===== config.mk =====
export PLATFORM = sky130hd
export DESIGN_NAME = display_scan_controller
export DESIGN_NICKNAME = d
export VERILOG_FILES = /design/src/rtl/disp_pkg.sv /design/src/rtl/display_scan_controller_hex_to_7seg.sv /design/src/rtl/display_scan_controller.sv
export SDC_FILE = /design/constraint.sdc
export NUM_CORES = 1
export LEC_CHECK = 0
export ABC_CLOCK_PERIOD_IN_PS = 3350
export BUFFER_PORTS_ARGS = -buffer_cell sky130_fd_sc_hd__buf_2
export CELL_PAD_IN_SITES_DETAIL_PLACEMENT = 0
export CELL_PAD_IN_SITES_GLOBAL_PLACEMENT = 1
export CORE_ASPECT_RATIO = 0.6
export CORE_UTILIZATION = 35
export CTS_BUF_LIST = sky130_fd_sc_hd__clkbuf_4 sky130_fd_sc_hd__clkbuf_8 sky130_fd_sc_hd__clkbuf_16
export DETAILED_ROUTE_END_ITERATION = 16
export GPL_ROUTABILITY_DRIVEN = 0
export MAX_ROUTING_LAYER = met4
export PLACE_DENSITY_LB_ADDON = 0.05
export SYNTH_ARGS = -nofsm -noshare
export SYNTH_HDL_FRONTEND = slang
export SYNTH_SLANG_ARGS = --single-unit

===== constraint.sdc =====
create_clock -name i_clk -period 3.35 [get_ports i_clk]
set_input_delay 0.335 -clock i_clk [delete_from_list [all_inputs] [get_ports i_clk]]
set_output_delay 0.335 -clock i_clk [all_outputs]
set_load 0.005 [all_outputs]

===== src/rtl/disp_pkg.sv =====
// Shared types and constants for the 7-segment scan controller.
// Segment patterns are active-high {g,f,e,d,c,b,a}.
package disp_pkg;

    typedef enum logic [1:0] {
        S_IDLE  = 2'd0,
        S_BLANK = 2'd1,
        S_SHOW  = 2'd2
    } scan_state_e;

    localparam logic [6:0] SEG_0     = 7'h3F;
    localparam logic [6:0] SEG_1     = 7'h06;
    localparam logic [6:0] SEG_2     = 7'h5B;
    localparam logic [6:0] SEG_3     = 7'h4F;
    localparam logic [6:0] SEG_4     = 7'h66;
    localparam logic [6:0] SEG_5     = 7'h6D;
    localparam logic [6:0] SEG_6     = 7'h7D;
    localparam logic [6:0] SEG_7     = 7'h07;
    localparam logic [6:0] SEG_8     = 7'h7F;
    localparam logic [6:0] SEG_9     = 7'h6F;
    localparam logic [6:0] SEG_A     = 7'h77;
    localparam logic [6:0] SEG_B     = 7'h7C;
    localparam logic [6:0] SEG_C     = 7'h39;
    localparam logic [6:0] SEG_D     = 7'h5E;
    localparam logic [6:0] SEG_E     = 7'h79;
    localparam logic [6:0] SEG_F     = 7'h71;
    localparam logic [6:0] SEG_BLANK = 7'h00;

    // Entry n holds the pattern for nibble value n.
    localparam logic [15:0][6:0] SEG_TABLE = {
        SEG_F, SEG_E, SEG_D, SEG_C, SEG_B, SEG_A, SEG_9, SEG_8,
        SEG_7, SEG_6, SEG_5, SEG_4, SEG_3, SEG_2, SEG_1, SEG_0
    };

endpackage


===== src/rtl/display_scan_controller_hex_to_7seg.sv =====
// Combinational hex nibble to active-high 7-segment pattern.
module hex_to_7seg
    import disp_pkg::*;
(
    input  logic [3:0] i_nib,
    output logic [6:0] o_seg
);

    assign o_seg = SEG_TABLE[i_nib];

endmodule


===== src/rtl/display_scan_controller.sv =====
// Time-multiplexed N-digit 7-segment driver: prescaled scan, dead time between
// digits, per-digit blanking and a global enable. All outputs registered.
module display_scan_controller
    import disp_pkg::*;
#(
    parameter int NUM_DIGITS     = 4,
    parameter int SCAN_DIV       = 50000,
    parameter int BLANK_CYCLES   = 2,
    parameter int SEL_ACTIVE_LOW = 1,
    parameter int SEG_ACTIVE_LOW = 1
) (
    input  logic                          i_clk,
    input  logic                          i_rst_n,
    input  logic                          i_enable,
    input  logic [4*NUM_DIGITS-1:0]       i_digit_data,
    input  logic [NUM_DIGITS-1:0]         i_digit_enable,
    input  logic [NUM_DIGITS-1:0]         i_dot_in,
    output logic [NUM_DIGITS-1:0]         o_digit_sel,
    output logic [6:0]                    o_segments,
    output logic                          o_dot,
    output logic [$clog2(NUM_DIGITS)-1:0] o_scan_idx
);

    localparam int IW   = $clog2(NUM_DIGITS);
    localparam int CMAX = (SCAN_DIV > BLANK_CYCLES) ? SCAN_DIV : BLANK_CYCLES;
    localparam int CW   = $clog2(CMAX + 1);

    localparam logic [NUM_DIGITS-1:0] SEL_OFF = (SEL_ACTIVE_LOW != 0) ? '1 : '0;
    localparam logic [6:0]            SEG_OFF = (SEG_ACTIVE_LOW != 0) ? 7'h7F : 7'h00;
    localparam logic                  DOT_OFF = (SEG_ACTIVE_LOW != 0);

    scan_state_e r_state, w_state_nxt;
    logic [CW-1:0] r_cnt, w_cnt_nxt;
    logic [IW-1:0] r_idx, w_idx_nxt;
    logic [3:0]    r_sh_nib;
    logic          r_sh_dot, r_sh_en;
    logic          w_latch, w_lit;

    logic [NUM_DIGITS-1:0][3:0] w_data;
    logic [3:0]                 w_nib;
    logic                       w_dot_req;
    logic [6:0]                 w_seg_hi;
    logic [NUM_DIGITS-1:0]      w_onehot;
    logic [NUM_DIGITS-1:0]      w_sel_nxt;
    logic [6:0]                 w_seg_nxt;
    logic                       w_dot_nxt;

    logic [NUM_DIGITS-1:0] r_sel;
    logic [6:0]            r_seg;
    logic                  r_dot;

    assign w_data = i_digit_data;

    // On the latch edge the outputs load straight from the live inputs, since
    // the shadow registers only become valid on that same edge.
    assign w_nib     = (r_state == S_SHOW) ? r_sh_nib : w_data[r_idx];
    assign w_dot_req = (r_state == S_SHOW) ? r_sh_dot : i_dot_in[r_idx];

    hex_to_7seg u_dec (
        .i_nib (w_nib),
        .o_seg (w_seg_hi)
    );

    always_comb begin
        w_state_nxt = r_state;
        w_cnt_nxt   = r_cnt;
        w_idx_nxt   = r_idx;
        w_latch     = 1'b0;
        w_lit       = 1'b0;
        unique case (r_state)
            S_IDLE: begin
                w_cnt_nxt = '0;
                w_idx_nxt = '0;
                if (i_enable) w_state_nxt = S_BLANK;
            end
            S_BLANK: begin
                if (r_cnt == CW'(BLANK_CYCLES - 1)) begin
                    w_cnt_nxt   = '0;
                    w_latch     = 1'b1;
                    w_lit       = i_digit_enable[r_idx];
                    w_state_nxt = S_SHOW;
                end else begin
                    w_cnt_nxt = r_cnt + 1'b1;
                end
            end
            S_SHOW: begin
                if (r_cnt == CW'(SCAN_DIV - 1)) begin
                    w_cnt_nxt   = '0;
                    w_idx_nxt   = (r_idx == IW'(NUM_DIGITS - 1)) ? '0 : r_idx + 1'b1;
                    w_state_nxt = S_BLANK;
                end else begin
                    w_cnt_nxt = r_cnt + 1'b1;
                    w_lit     = r_sh_en;
                end
            end
            default: w_state_nxt = S_IDLE;
        endcase
        if (!i_enable) begin
            w_state_nxt = S_IDLE;
            w_cnt_nxt   = '0;
            w_idx_nxt   = '0;
            w_latch     = 1'b0;
            w_lit       = 1'b0;
        end
    end

    always_comb begin
        w_onehot        = '0;
        w_onehot[r_idx] = 1'b1;
        w_sel_nxt = SEL_OFF;
        w_seg_nxt = SEG_OFF;
        w_dot_nxt = DOT_OFF;
        if (w_lit) begin
            w_sel_nxt = (SEL_ACTIVE_LOW != 0) ? ~w_onehot : w_onehot;
            w_seg_nxt = (SEG_ACTIVE_LOW != 0) ? ~w_seg_hi : w_seg_hi;
            w_dot_nxt = w_dot_req ^ DOT_OFF;
        end
    end

    always_ff @(posedge i_clk or negedge i_rst_n) begin
        if (!i_rst_n) begin
            r_state  <= S_BLANK;
            r_cnt    <= '0;
            r_idx    <= '0;
            r_sh_nib <= '0;
            r_sh_dot <= 1'b0;
            r_sh_en  <= 1'b0;
            r_sel    <= SEL_OFF;
            r_seg    <= SEG_OFF;
            r_dot    <= DOT_OFF;
        end else begin
            r_state <= w_state_nxt;
            r_cnt   <= w_cnt_nxt;
            r_idx   <= w_idx_nxt;
            if (w_latch) begin
                r_sh_nib <= w_data[r_idx];
                r_sh_dot <= i_dot_in[r_idx];
                r_sh_en  <= i_digit_enable[r_idx];
            end
            r_sel <= w_sel_nxt;
            r_seg <= w_seg_nxt;
            r_dot <= w_dot_nxt;
        end
    end

    assign o_digit_sel = r_sel;
    assign o_segments  = r_seg;
    assign o_dot       = r_dot;
    assign o_scan_idx  = r_idx;

endmodule


Word level (Yosys, flattened, before mapping) --
Memories as Yosys holds them, arrays and structs flattened. Cells that the tools add are included.
Cells by class: bitwise operators 3, eq/ne operators 9, muxes and demuxes 33, reduce and logical (&&, ||, !) cells 4, order comparisons 3, $add $sub $neg 2
Operators with widths (number):
- 2-to-1 mux 16 bit | 3
- case mux 16 bit (3 select lines) | 1
- adder 16 x 1 -> 16 bit (second input constant) | 1
- equality test 16 x 1 -> 1 bit (second input constant) | 1
- equality test 16 bit (second input constant) | 1
- 2-to-1 mux 7 bit | 2
- 2-to-1 mux 2 bit | 6
- 2-to-1 mux 4 bit | 3
- 2-to-1 mux 1 bit | 11
- binary-select mux 4 bit (select 2 bit) | 1
- NOT 7 bit | 1
- case mux 2 bit (3 select lines) | 1
- less-than comparator 4 x 5 -> 1 bit (second input constant) | 1
- binary-select mux 1 bit (select 2 bit) | 2
- equality test 2 bit (second input constant) | 2
- != test 4 x 1 -> 1 bit (second input constant) | 1
- NOT 4 bit | 1
- case mux 2 bit (2 select lines) | 1
- AND reduction 2 bit | 2
- less-than comparator 2 x 3 -> 1 bit (second input constant) | 1
- != test 3 x 1 -> 1 bit (second input constant) | 1
- != test 3 x 2 -> 1 bit (second input constant) | 1
- != test 3 bit (second input constant) | 1
- adder 2 x 1 -> 2 bit (second input constant) | 1
- other kinds (7) | 7
Word-level totals: logic and storage cells 64, register bits 38, memory bits (read-only) 112, output and inout bits 14, memories kept 1
Memories:
- (name not given) | depth 16, width 7, read ports 1, clocked after memory_dff 0, wr ports 0, line display_scan_controller_hex_to_7seg.sv:9 | assign o_seg = SEG_TABLE[i_nib];

Longest topological paths before layout --
Gate-level depths: netlist of the first run.
depth in word-level cells 7, depth in mapped cells 9

Cells and area by module --
A second synthesis of the first run with hierarchy kept.
Second synthesis, totals: cells, all modules 251, area, all modules 2482.4 um2
By module, submodules not included:
- display_scan_controller | times used 1, cells each 218, seq. area each 967.2 um2, area an instance 2199.6 um2
- hex_to_7seg | times used 1, cells each 33, seq. area each 0.0 um2, area an instance 282.8 um2

Worst setup path before layout of the first run --
No wires, ideal clock.
path kind register -> register, start register r_state[0], end register r_seg[3], in the netlist o_segments[3], required time 3.278 ns, arrival 2.123 ns, cell stages (with the launch flop) 9, path buffers 0, setup time 0.072 ns, path slack 1.155 ns, path through dfstp_2 -> inv_1 -> ha_1 -> inv_2 -> mux2_2 -> inv_1 -> ha_1 -> o211a_1 -> o21ai_1
On the way: word-level cells in the longest chain between the ends 6
RTL lines:
- start: declaration | line display_scan_controller.sv:32 | scan_state_e r_state, w_state_nxt;
- start signal: assignment | line display_scan_controller.sv:132 | r_state <= w_state_nxt;
- equality test 2 bit | line display_scan_controller.sv:56, display_scan_controller.sv:70
- 2-to-1 mux 4 bit | line display_scan_controller.sv:56 | assign w_nib = (r_state == S_SHOW) ? r_sh_nib : w_data[r_idx];
- memory read (16 x 7 bit)
- 2-to-1 mux 7 bit (not written as such) | line display_scan_controller_hex_to_7seg.sv:9
- NOT 7 bit | line display_scan_controller.sv:115 | w_seg_nxt = (SEG_ACTIVE_LOW != 0) ? ~w_seg_hi : w_seg_hi;
- 2-to-1 mux 7 bit * | line display_scan_controller.sv:113 | if (w_lit) begin
- via w_seg_nxt[3] | line display_scan_controller.sv:45 | logic [6:0] w_seg_nxt;
- end signal: assignment | line display_scan_controller.sv:141 | r_seg <= w_seg_nxt;
- end: declaration | line display_scan_controller.sv:49 | logic [6:0] r_seg;
The timed path passes the listed nets; every way through them passes the cells marked *. The select of a mux whose other input is x is not followed. A chain may end at the register's enable or synchronous reset.

Worst setup path after layout of the first run --
start register r_idx[0], in the netlist o_scan_idx[0], end register r_seg[4], in the netlist o_segments[4]
On the way: word-level cells in the longest chain between the ends 7
RTL lines:
- start: declaration | line display_scan_controller.sv:34 | logic [IW-1:0] r_idx, w_idx_nxt;
- start signal: assignment | line display_scan_controller.sv:134 | r_idx <= w_idx_nxt;
- binary-select mux 4 bit (select 2 bit) | line display_scan_controller.sv:56
- 2-to-1 mux 4 bit (not written as such) | line display_scan_controller.sv:56
- 2-to-1 mux 4 bit | line display_scan_controller.sv:56
- memory read (16 x 7 bit)
- 2-to-1 mux 7 bit (not written as such) | line display_scan_controller_hex_to_7seg.sv:9
- NOT 7 bit | line display_scan_controller.sv:115
- 2-to-1 mux 7 bit * | line display_scan_controller.sv:113
- via w_seg_nxt[4] | line display_scan_controller.sv:45
Marked as above.

==> results of run 1 <==
## worst register-to-register path, cell delays in order, from the launching register on
cell and delay (ns):
dfrtp_1 0.68, mux4_1 0.65, mux2i_1 0.44, ha_1 0.33, nor2b_1 0.21, a21oi_1 0.06, o221ai_1 0.20
## cell usage after synthesis (all sizes together)
| cell type | count | area, µm² |
|---|---|---|
| dfstp | 13 | 342 |
| xor2 | 2 | 17.5 |
| nor3 | 7 | 35.0 |
| a21o | 1 | 7.51 |
| inv | 14 | 52.6 |
| o211a | 2 | 20.0 |
| mux2 | 7 | 78.8 |
| dfrtp | 25 | 626 |
| o221ai | 3 | 26.3 |
| nor4 | 4 | 40.0 |
| o31ai | 1 | 12.5 |
| mux2i | 7 | 86.3 |
| a31oi | 2 | 27.5 |
| and4 | 7 | 61.3 |
| a21oi | 4 | 23.8 |
| nor4b | 2 | 32.5 |
| o21a | 1 | 7.51 |
| buf | 6 | 47.5 |
| or2 | 3 | 21.3 |
| o21ai | 4 | 20.0 |
| o211ai | 2 | 20.0 |
| and4b | 1 | 10.0 |
| nor2 | 21 | 78.8 |
| nand4 | 2 | 12.5 |
| xnor2 | 11 | 96.3 |
| ha | 16 | 200 |
| nand2 | 22 | 82.6 |
| a41oi | 2 | 17.5 |
| or3 | 1 | 6.26 |
| o22a | 1 | 8.76 |
| mux4 | 6 | 150 |
| nor3b | 1 | 7.51 |
| nor2b | 4 | 25.0 |
| clkbuf | 2 | 8.75 |
| nand2b | 2 | 12.5 |
| o22ai | 2 | 18.8 |
| nand3 | 5 | 25.0 |
## logic make-up after synthesis
| logic type | after synthesis | synth area share |
|---|---|---|
| compound gates | 25 | 0.0888 |
| xor+xnor | 13 | 0.0481 |
| fa+ha+maj | 16 | 0.0846 |
| buf+inv | 22 | 0.0460 |
| flops | 38 | 0.409 |
| mux | 20 | 0.133 |
| simple gates | 82 | 0.190 |
## area by class of cell
type / count / area (µm²) / share of cell area
inverter: 14 / 52.6 / 0.0193
clock inverter: 2 / 10.0 / 0.00368
multi-input combinational: 156 / 1290 / 0.475
timing repair buffer: 42 / 215 / 0.0792
sequential: 38 / 967 / 0.356
tap: 84 / 105 / 0.0387
clock buffer: 6 / 76.3 / 0.0281
## how the worst max path moves through the flow
stage                    end  slack, ns  cells past startpoint
4_1_cts        o_segments[4]       0.71                      6
2_1_floorplan  o_segments[3]       1.16                      8
6_report       o_segments[4]       0.69                      6
5_1_grt        o_segments[4]       0.53                      6
3_3_place_gp   o_segments[4]       0.82                      6
3_5_place_dp   o_segments[0]       0.75                      6
## stage by stage
step | total power [mW] | cells | instance area [µm²]
after floorplan | 0.909 | 216 | 2370
after global placement | 1.02 | 334 | 2630
after detailed placement | 1.01 | 334 | 2630
after CTS | 1.33 | 342 | 2720
after global routing | 1.41 | 342 | 2720
final | 1.32 | 342 | 2720
## power breakdown
group | leakage, nW | total (mW) | internal (mW) | switching (mW)
Clock | 0.0484 | 0.315 | 0.152 | 0.162
Combinational | 0.599 | 0.452 | 0.183 | 0.269
Sequential | 0.482 | 0.549 | 0.514 | 0.0346
Total | 1.13 | 1.32 | 0.850 | 0.466
## routing by layer
| layer | up-vias | track usage | routed length, µm |
|---|---|---|---|
| met5 | - | - | 0 |
| met4 | 0 | 0.0360 | 23 |
| met3 | 2 | 0.0476 | 292 |
| met2 | 44 | 0.214 | 1900 |
| met1 | 779 | 0.274 | 3150 |
| li1 | 849 | - | - |
## state kept, by name, indices dropped and copies added, names as in the netlist
| register | count |
|---|---|
| r_sh_dot | 1 |
| r_sh_en | 1 |
| r_sh_nib | 4 |
| r_cnt | 16 |
| o_scan_idx | 2 |
| o_segments | 7 |
| o_digit_sel | 4 |
| r_state | 2 |
| o_dot | 1 |
==> summary.md, run 1 <==
The wire length of the first global-routing pass came out at 8.85 mm. The tool flagged a number of max-cap violations equal to 0. The region available for standard cell placement spans 6300 µm². At the end of the flow, the number of nets in the layout was 300. The logs give 0 for the initial antenna violation count and 0.29 ns for the clock latency on the worst-skew pair.

For the worst slew slack as a fraction of its limit, the log shows 0.425. Clock-pin slew was measured on the worst setup and hold paths at 0.08 ns. Of all nets on the critical path, the largest fanout is 12. The tree built by TritonCTS fans out to 38 sinks. The worst-case setup slack after placement was 0.749 ns; the maximum number of pins on one net before global-route repair was 39.

Counting along the longest clock path gives a buffer depth of 2. The quantity of I/O buffers inserted on ports works out to 40. The analysis attributes to cell leakage a power of 1.13 nW. Setup repair after global routing left no endpoint under its margin.

Dividing total power by cell area gives a power density of 484 nW/µm². The first detailed-routing pass ran for 4 iterations. The kind of cell adding the most delay to the critical path was multiplexers.

Data on the critical path is required at its endpoint by 3.55 ns. The logs give 0 for the hold violation count in the final report and 0 for the sum of overflow across all layers after global routing. Walking the worst path, the cells encountered are mux4_1 -> mux2i_1 -> ha_1 -> nor2b_1 -> a21oi_1 -> o221ai_1.

After synthesis, the mean cell area works out to 11.0 µm². For the pin with the worst max-slew slack, the measured transition is 0.863 ns. Subtracting the final worst setup slack from the clock period gives 2.66 ns.

Relative to the synthesized area, the layout overhead comes to 14.8%. The run gives 4.14 mm as the HPWL after detailed placement. The synthesized flop and latch total was 38.

Number of CTS-inserted buffers: 5. The share of the cycle needed by the critical path after routing is 0.793. In the final routed layout, each cell accounts on average for 15.7 µm. The run gives 0 as the count of hold-fix buffers inserted at cts. The run finished with clean final reports. TritonCTS built the clock tree. The count of cells along the worst register-to-register path was 6.

The maximum clock rate is 377 MHz, and the mean number of vias per cell is 4.89. In this run the clock root is driven by a clkbuf_8. After clock tree synthesis, the repair step resized 0 gates.

In this design, the stage delay of the slowest critical-path cell is 0.68 ns. During synthesis, Yosys emitted a total of 0 warnings. After routing, the total negative slack on setup checks comes to 0 ns. The number of buffers and inverters on the critical path is 0. In the layout the commonest cells are buf_2, dfrtp_1, nand2_1, nor2_1, ha_1. Setup slack on the critical path of the routed design comes to 0.695 ns. The tools report the kind of end point of the critical path as a flop. Final-layout fill cell count: 641.

The run gives 0.375 as the starting utilization of the core area. The die extent in y is 65.7 µm. Synthesis handed over a netlist of 216 instances.

Post-CTS timing repair inserted 0 buffers for setup. The logs give 0.409 for the fraction of the yosys area taken by sequential cells and 52 for the count of distinct cell types in the synthesized netlist. 41 I/O pins were placed.

The layout cell share with drive strength beyond 1 is 0.329, and the number of antenna diodes is 0. The total global routing track utilization is 0.175. In this run the critical register-to-register path is captured at o_segments[4]. After floorplanning, the core was divided into 22 placement rows. The routed design has 5.37 mm of wire.

The overall via count from detail_route is 1674, and the post-synthesis instance area is 2370 µm². VDD sags by at most 0.000163 V. Synthesis produced a netlist with a net count of 259. The worst min-delay path class is in -> async. STA classifies the critical path startpoint as a flop.

Arrival time reported for the critical path endpoint: 2.86 ns. The tools report the number of endpoints failing setup at the final stage as 0. The share of the core filled with cells in the final layout came out at 0.431. The via count of the first global-routing pass was 1679. The die footprint was 7100 µm²; the final setup skew was 0.0124 ns. From left edge to right edge, the die measures 108 µm. The clock tree synthesis step divided the H-tree into 2 levels.

The critical path starts at o_scan_idx[0]. By startpoint and endpoint, the worst setup path is classified as reg -> reg. On the final layout, the worst hold slack is 0.148 ns. The count of antenna-violating nets left after detailed routing was 0.

Among all stages on the critical path, the largest delay is contributed by dfrtp_1. The tools report the count of pins over their slew limit as 0. The flop-to-flop setup slack was 0.69 ns. For the iteration-0 DRC count of the detailed router, the log shows 72.

The reg-to-reg critical path startpoint was o_scan_idx[0]. For this run, design rule violations remaining after detail routing come to 0. The library cell used most frequently in the layout, excluding fill and tap cells, is buf_2.
Power figures use the tool's default switching activity.
==> run 2: changes to the inputs <==
--- a/config.mk
+++ b/config.mk
@@ -5,7 +5,8 @@
 export SDC_FILE = /design/constraint.sdc
 export NUM_CORES = 1
 export LEC_CHECK = 0
-export ABC_CLOCK_PERIOD_IN_PS = 3350
+export ABC_AREA = 1
+export ABC_CLOCK_PERIOD_IN_PS = 2500
 export BUFFER_PORTS_ARGS = -buffer_cell sky130_fd_sc_hd__buf_2
 export CELL_PAD_IN_SITES_DETAIL_PLACEMENT = 0
 export CELL_PAD_IN_SITES_GLOBAL_PLACEMENT = 1
==> constraint.sdc (replaced) <==
create_clock -name i_clk -period 2.5 [get_ports i_clk]
set_input_delay 0.25 -clock i_clk [delete_from_list [all_inputs] [get_ports i_clk]]
set_output_delay 0.25 -clock i_clk [all_outputs]
set_load 0.005 [all_outputs]
==> run 2 against run 1 <==
Compared with the run above:
- via count increased by 46%
- clock power up 110%
- power up 78%
- clock skew is 0.0089 ns lower
- largest power group is now combinational logic
- highest routed layer unchanged
- critical path depth is 3 higher
- register-to-register slack lost 0.35 ns
- final area up 14%
- synthesized cell count grew 75%
- global-route usage increased by 2.8 points
- sequential power grew 40%
- die area up 11%
==> summary.md, run 2 <==
The post-route cell area is 3090 µm² (was 2720 µm²). The logs give 1450 µm² (was 1290 µm²) for the multi-input combinational cell area and 0.347 ns (was 0.695 ns) for the worst setup slack after layout. The initial antenna violation count is 0 (unchanged), and the sum of overflow across all layers after global routing is 0 (unchanged). The number of placed I/O pins came out at 41 (unchanged). The post-CTS repair timing setup buffer count was 0 (unchanged); the worst-case setup slack after placement was 0.343 ns (was 0.749 ns). For the number of nets in the finished design, the log shows 463 (was 300). Reg-to-reg critical path startpoint: r_state[0] (was o_scan_idx[0]). Most instantiated cells after synthesis: nand2_1, nand3_1, nor2_1 (was dfrtp_1, nand2_1, nor2_1).

The quantity of I/O buffers inserted on ports is 40 (unchanged). The count of antenna-violating nets left after detailed routing is 0 (unchanged), and the number of flip-flops under the largest register name is 16 (unchanged). The count of hold-fix buffers inserted at cts is 0 (unchanged).

The cell-internal power is 1.40 mW (was 0.850 mW). The register bank with the most flops is r_cnt (unchanged). The tools report the library cell used as clock root buffer as clkbuf_16 (was clkbuf_8). Sequence of cells on the critical path: inv_1 -> ha_1 -> inv_1 -> or2_2 -> nand2_1 -> ha_1 -> nand2_1 -> nand3_1 -> nand3_2 (was mux4_1 -> mux2i_1 -> ha_1 -> nor2b_1 -> a21oi_1 -> o221ai_1). The most common cell in the netlist is nand2_1 (was dfrtp_1). Most common cell after layout, fill and taps aside: nand2_1 (was buf_2).

The register clock-pin slew on the reported worst setup and hold paths is 0.06 ns (was 0.08 ns). The top cell type by total area after synthesis was dfrtp_1 (unchanged). The tools report the arrival time reported for the critical path endpoint as 2.38 ns (was 2.86 ns). The synthesized flop and latch total works out to 38 (unchanged).

Overall via count from detail_route: 2452 (was 1674). The number of flops mapped to enable cells by yosys was 0 (unchanged). The count of pins over their slew limit was 0 (unchanged); the static leakage power was 1.48 nW (was 1.13 nW). The maximum clock rate was 465 MHz (was 377 MHz); the area of the core region was 7270 µm² (was 6300 µm²). The logs give 0.367 (was 0.409) for the fraction of the yosys area taken by sequential cells and 7880 µm² (was 7100 µm²) for the die footprint.

The die span in x came out at 114 µm (was 108 µm). The critical path data required time is 2.72 ns (was 3.55 ns), and the proportion of register bits with asynchronous set or reset after synthesis is 1.00 (unchanged). The kind of end point of the critical path is a flop (unchanged). Number of buffers and inverters on the critical path: 2 (was 0).

The complex-gate fraction of the synthesized area works out to 0.0680 (was 0.0888). The post-synthesis instance area was 2630 µm² (was 2370 µm²); the peak supply drop was 0.000441 V (was 0.000163 V). The clock latency on the worst-skew pair is 0.28 ns (was 0.29 ns). For the reported net switching power, the log shows 0.935 mW (was 0.466 mW). Sequential cell area in the final layout: 967 µm² (unchanged). The standard cell with the maximum stage delay on the critical path is dfstp_2 (was dfrtp_1).

The number of endpoints failing setup at the final stage was 0 (unchanged). The share of total power in combinational logic is 0.396 (was 0.344). The number of cell rows came out at 24 (was 22).

The run finished with clean final reports. The final routed wirelength across all metal layers came out at 6.93 mm (was 5.37 mm). The tools report the aggregate negative setup slack as 0 ns (unchanged). The net switching share of the total power was 0.400 (was 0.354). The iteration-0 DRC count of the detailed router was 178 (was 72); the final routed DRC violation total was 0 (unchanged).

The layout cell share with drive strength beyond 1 came out at 0.204 (was 0.329). The worst min-delay path class was in -> async (unchanged). The clock sink count is 38 (unchanged). TritonCTS built the clock tree. Leading cell types in the layout, fill and taps excluded: nand2_1, nand3_1, nor2_1, buf_2, inv_1 (was buf_2, dfrtp_1, nand2_1, nor2_1, ha_1). The area of placed instances was 2940 µm² (was 2630 µm²); the part of the power in registers was 0.327 (was 0.417). The portion of netlist area occupied by mux cells came out at 0 (was 0.133). Setup repair after global routing left no endpoint under its margin. The tools report the total of max-cap violations as 0 (unchanged). Delay contributed by the slowest stage of the critical path: 0.55 ns (was 0.68 ns). The type of the worst setup path is reg -> reg (unchanged). The kind of launch point of the worst setup path was a flop (unchanged). The xor-xnor portion of the synthesized cell area came out at 0.0166 (was 0.0481). The share of the core filled with cells in the final layout is 0.426 (was 0.431). The average wire per cell in the routed design was 13.2 µm (was 15.7 µm); the die extent in y was 69.2 µm (was 65.7 µm). The logs give 0.277 (was 0.239) for the fraction of power consumed by the clock network and 5 (unchanged) for the number of CTS-inserted buffers. The cell count after synthesis was 377 (was 216); the post-synth net total was 420 (was 259). Power density normalized to cell area: 756 nW/µm² (was 484 nW/µm²). The run gives 0.362 (was 0.375) as the starting utilization of the core area. The clock period minus worst slack works out to 2.15 ns (was 2.66 ns). The maximum count of clock buffers along a single path was 2 (unchanged). The startpoint of the most critical setup path is r_state[0] (was o_scan_idx[0]). The number of antenna diodes was 0 (unchanged); the fraction of the mapped netlist area in simple logic gates was 0.389 (was 0.190). The mean post-synth cell area is 6.98 µm² (was 11.0 µm²), and the count of distinct cell types in the synthesized netlist is 29 (was 52).

The post-cts sizing count is 0 (unchanged), and the largest fanout on the critical path is 12 (unchanged). Predominant post-synthesis flop cell: dfrtp_1 (unchanged). The via count of the first global-routing pass is 2315 (was 1679). The mean number of vias per cell is 4.67 (was 4.89), and the post-synthesis adder-cell area fraction is 0.0760 (was 0.0846). The wire length of the first global-routing pass came out at 11.9 mm (was 8.85 mm). The logs give 39 (unchanged) for the maximum number of pins on one net before global-route repair and 4 (unchanged) for the number of iterations in the first detailed-routing pass.

The top-area cell type share of the netlist area came out at 0.238 (was 0.264). Main combinational cell family by area after synthesis: simple AND/OR/NAND/NOR gates (unchanged). The kind of cell adding the most delay to the critical path is simple AND/OR/NAND/NOR gates (was multiplexers). Largest cells by area after synthesis: dfrtp_1, nand2_1, dfstp_2 (was dfrtp_1, dfstp_2, ha_1).

The final setup skew came out at 0.00351 ns (was 0.0124 ns). The number of H-tree levels was 2 (unchanged); the transition at the pin with the smallest max-transition slack was 0.868 ns (was 0.863 ns). The share of the cycle needed by the critical path after routing works out to 0.861 (was 0.793).

The logs give 0 (unchanged) for the total number of yosys warnings and 782 (was 641) for the final-layout fill cell count. The run gives 0.421 (was 0.425) as the worst slew slack as a fraction of its limit. The total global routing track utilization was 0.203 (was 0.175); the relative area change from synthesis to final layout was 17.5% (was 14.8%). The logs give 0 (unchanged) for the hold violation count in the final report and 5.44 mm (was 4.14 mm) for the HPWL after detailed placement.
run 2: power by group through the flow:
stage	sequential (mW)	clock, mW	combinational (mW)
3_3_place_gp	0.773	0	0.940
2_1_floorplan	0.763	0	0.692
5_1_grt	0.777	0.707	1.08
6_report	0.766	0.648	0.925
3_5_place_dp	0.773	0	0.928
4_1_cts	0.764	0.675	0.929
run 2: metal layers:
metal	vias up	global-route usage	wire length, µm
met3	5	0.0446	447
met2	57	0.235	2380
met5	-	-	0
met1	1112	0.341	4060
li1	1278	-	-
met4	0	0.0346	38
run 2: layout make-up:
class	instances	area share
inverter	39	0.0473
tap	104	0.0421
clock buffer	7	0.0473
timing repair buffer	47	0.0817
clock inverter	1	0.00162
multi-input combinational	289	0.467
sequential	38	0.313
run 2: worst paths after layout:
check	endpoint	slack (ns)	cells after the start
hold / removal	r_cnt[8]	0.08	1
max in group asynchronous	r_cnt[15]	1.86	1
setup / recovery	o_segments[3]	0.35	9
setup reg to reg	o_segments[3]	0.35	9
hold reg to reg	r_sh_dot	0.50	2
min in group i_clk	r_cnt[5]	0.30	3
run 2: cell families (layout without fill, tap and decap cells):
family / Yosys count / after routing
AO/OA/AOI/OAI: 30 / 30
buffers and inverters: 50 / 94
XOR/XNOR: 5 / 5
adder cells (fa/ha/maj): 16 / 16
flip-flops: 38 / 38
AND/OR/NAND/NOR: 238 / 238
run 2: metrics by stage:
step | power (mW) | std cells | hold slack, ns
4_1_cts | 2.37 | 525 | 0.125
6_report | 2.34 | 525 | 0.0831
3_3_place_gp | 1.71 | 517 | 0.425
3_5_place_dp | 1.70 | 517 | 0.433
2_1_floorplan | 1.45 | 377 | -0.0456
5_1_grt | 2.56 | 525 | 0.161
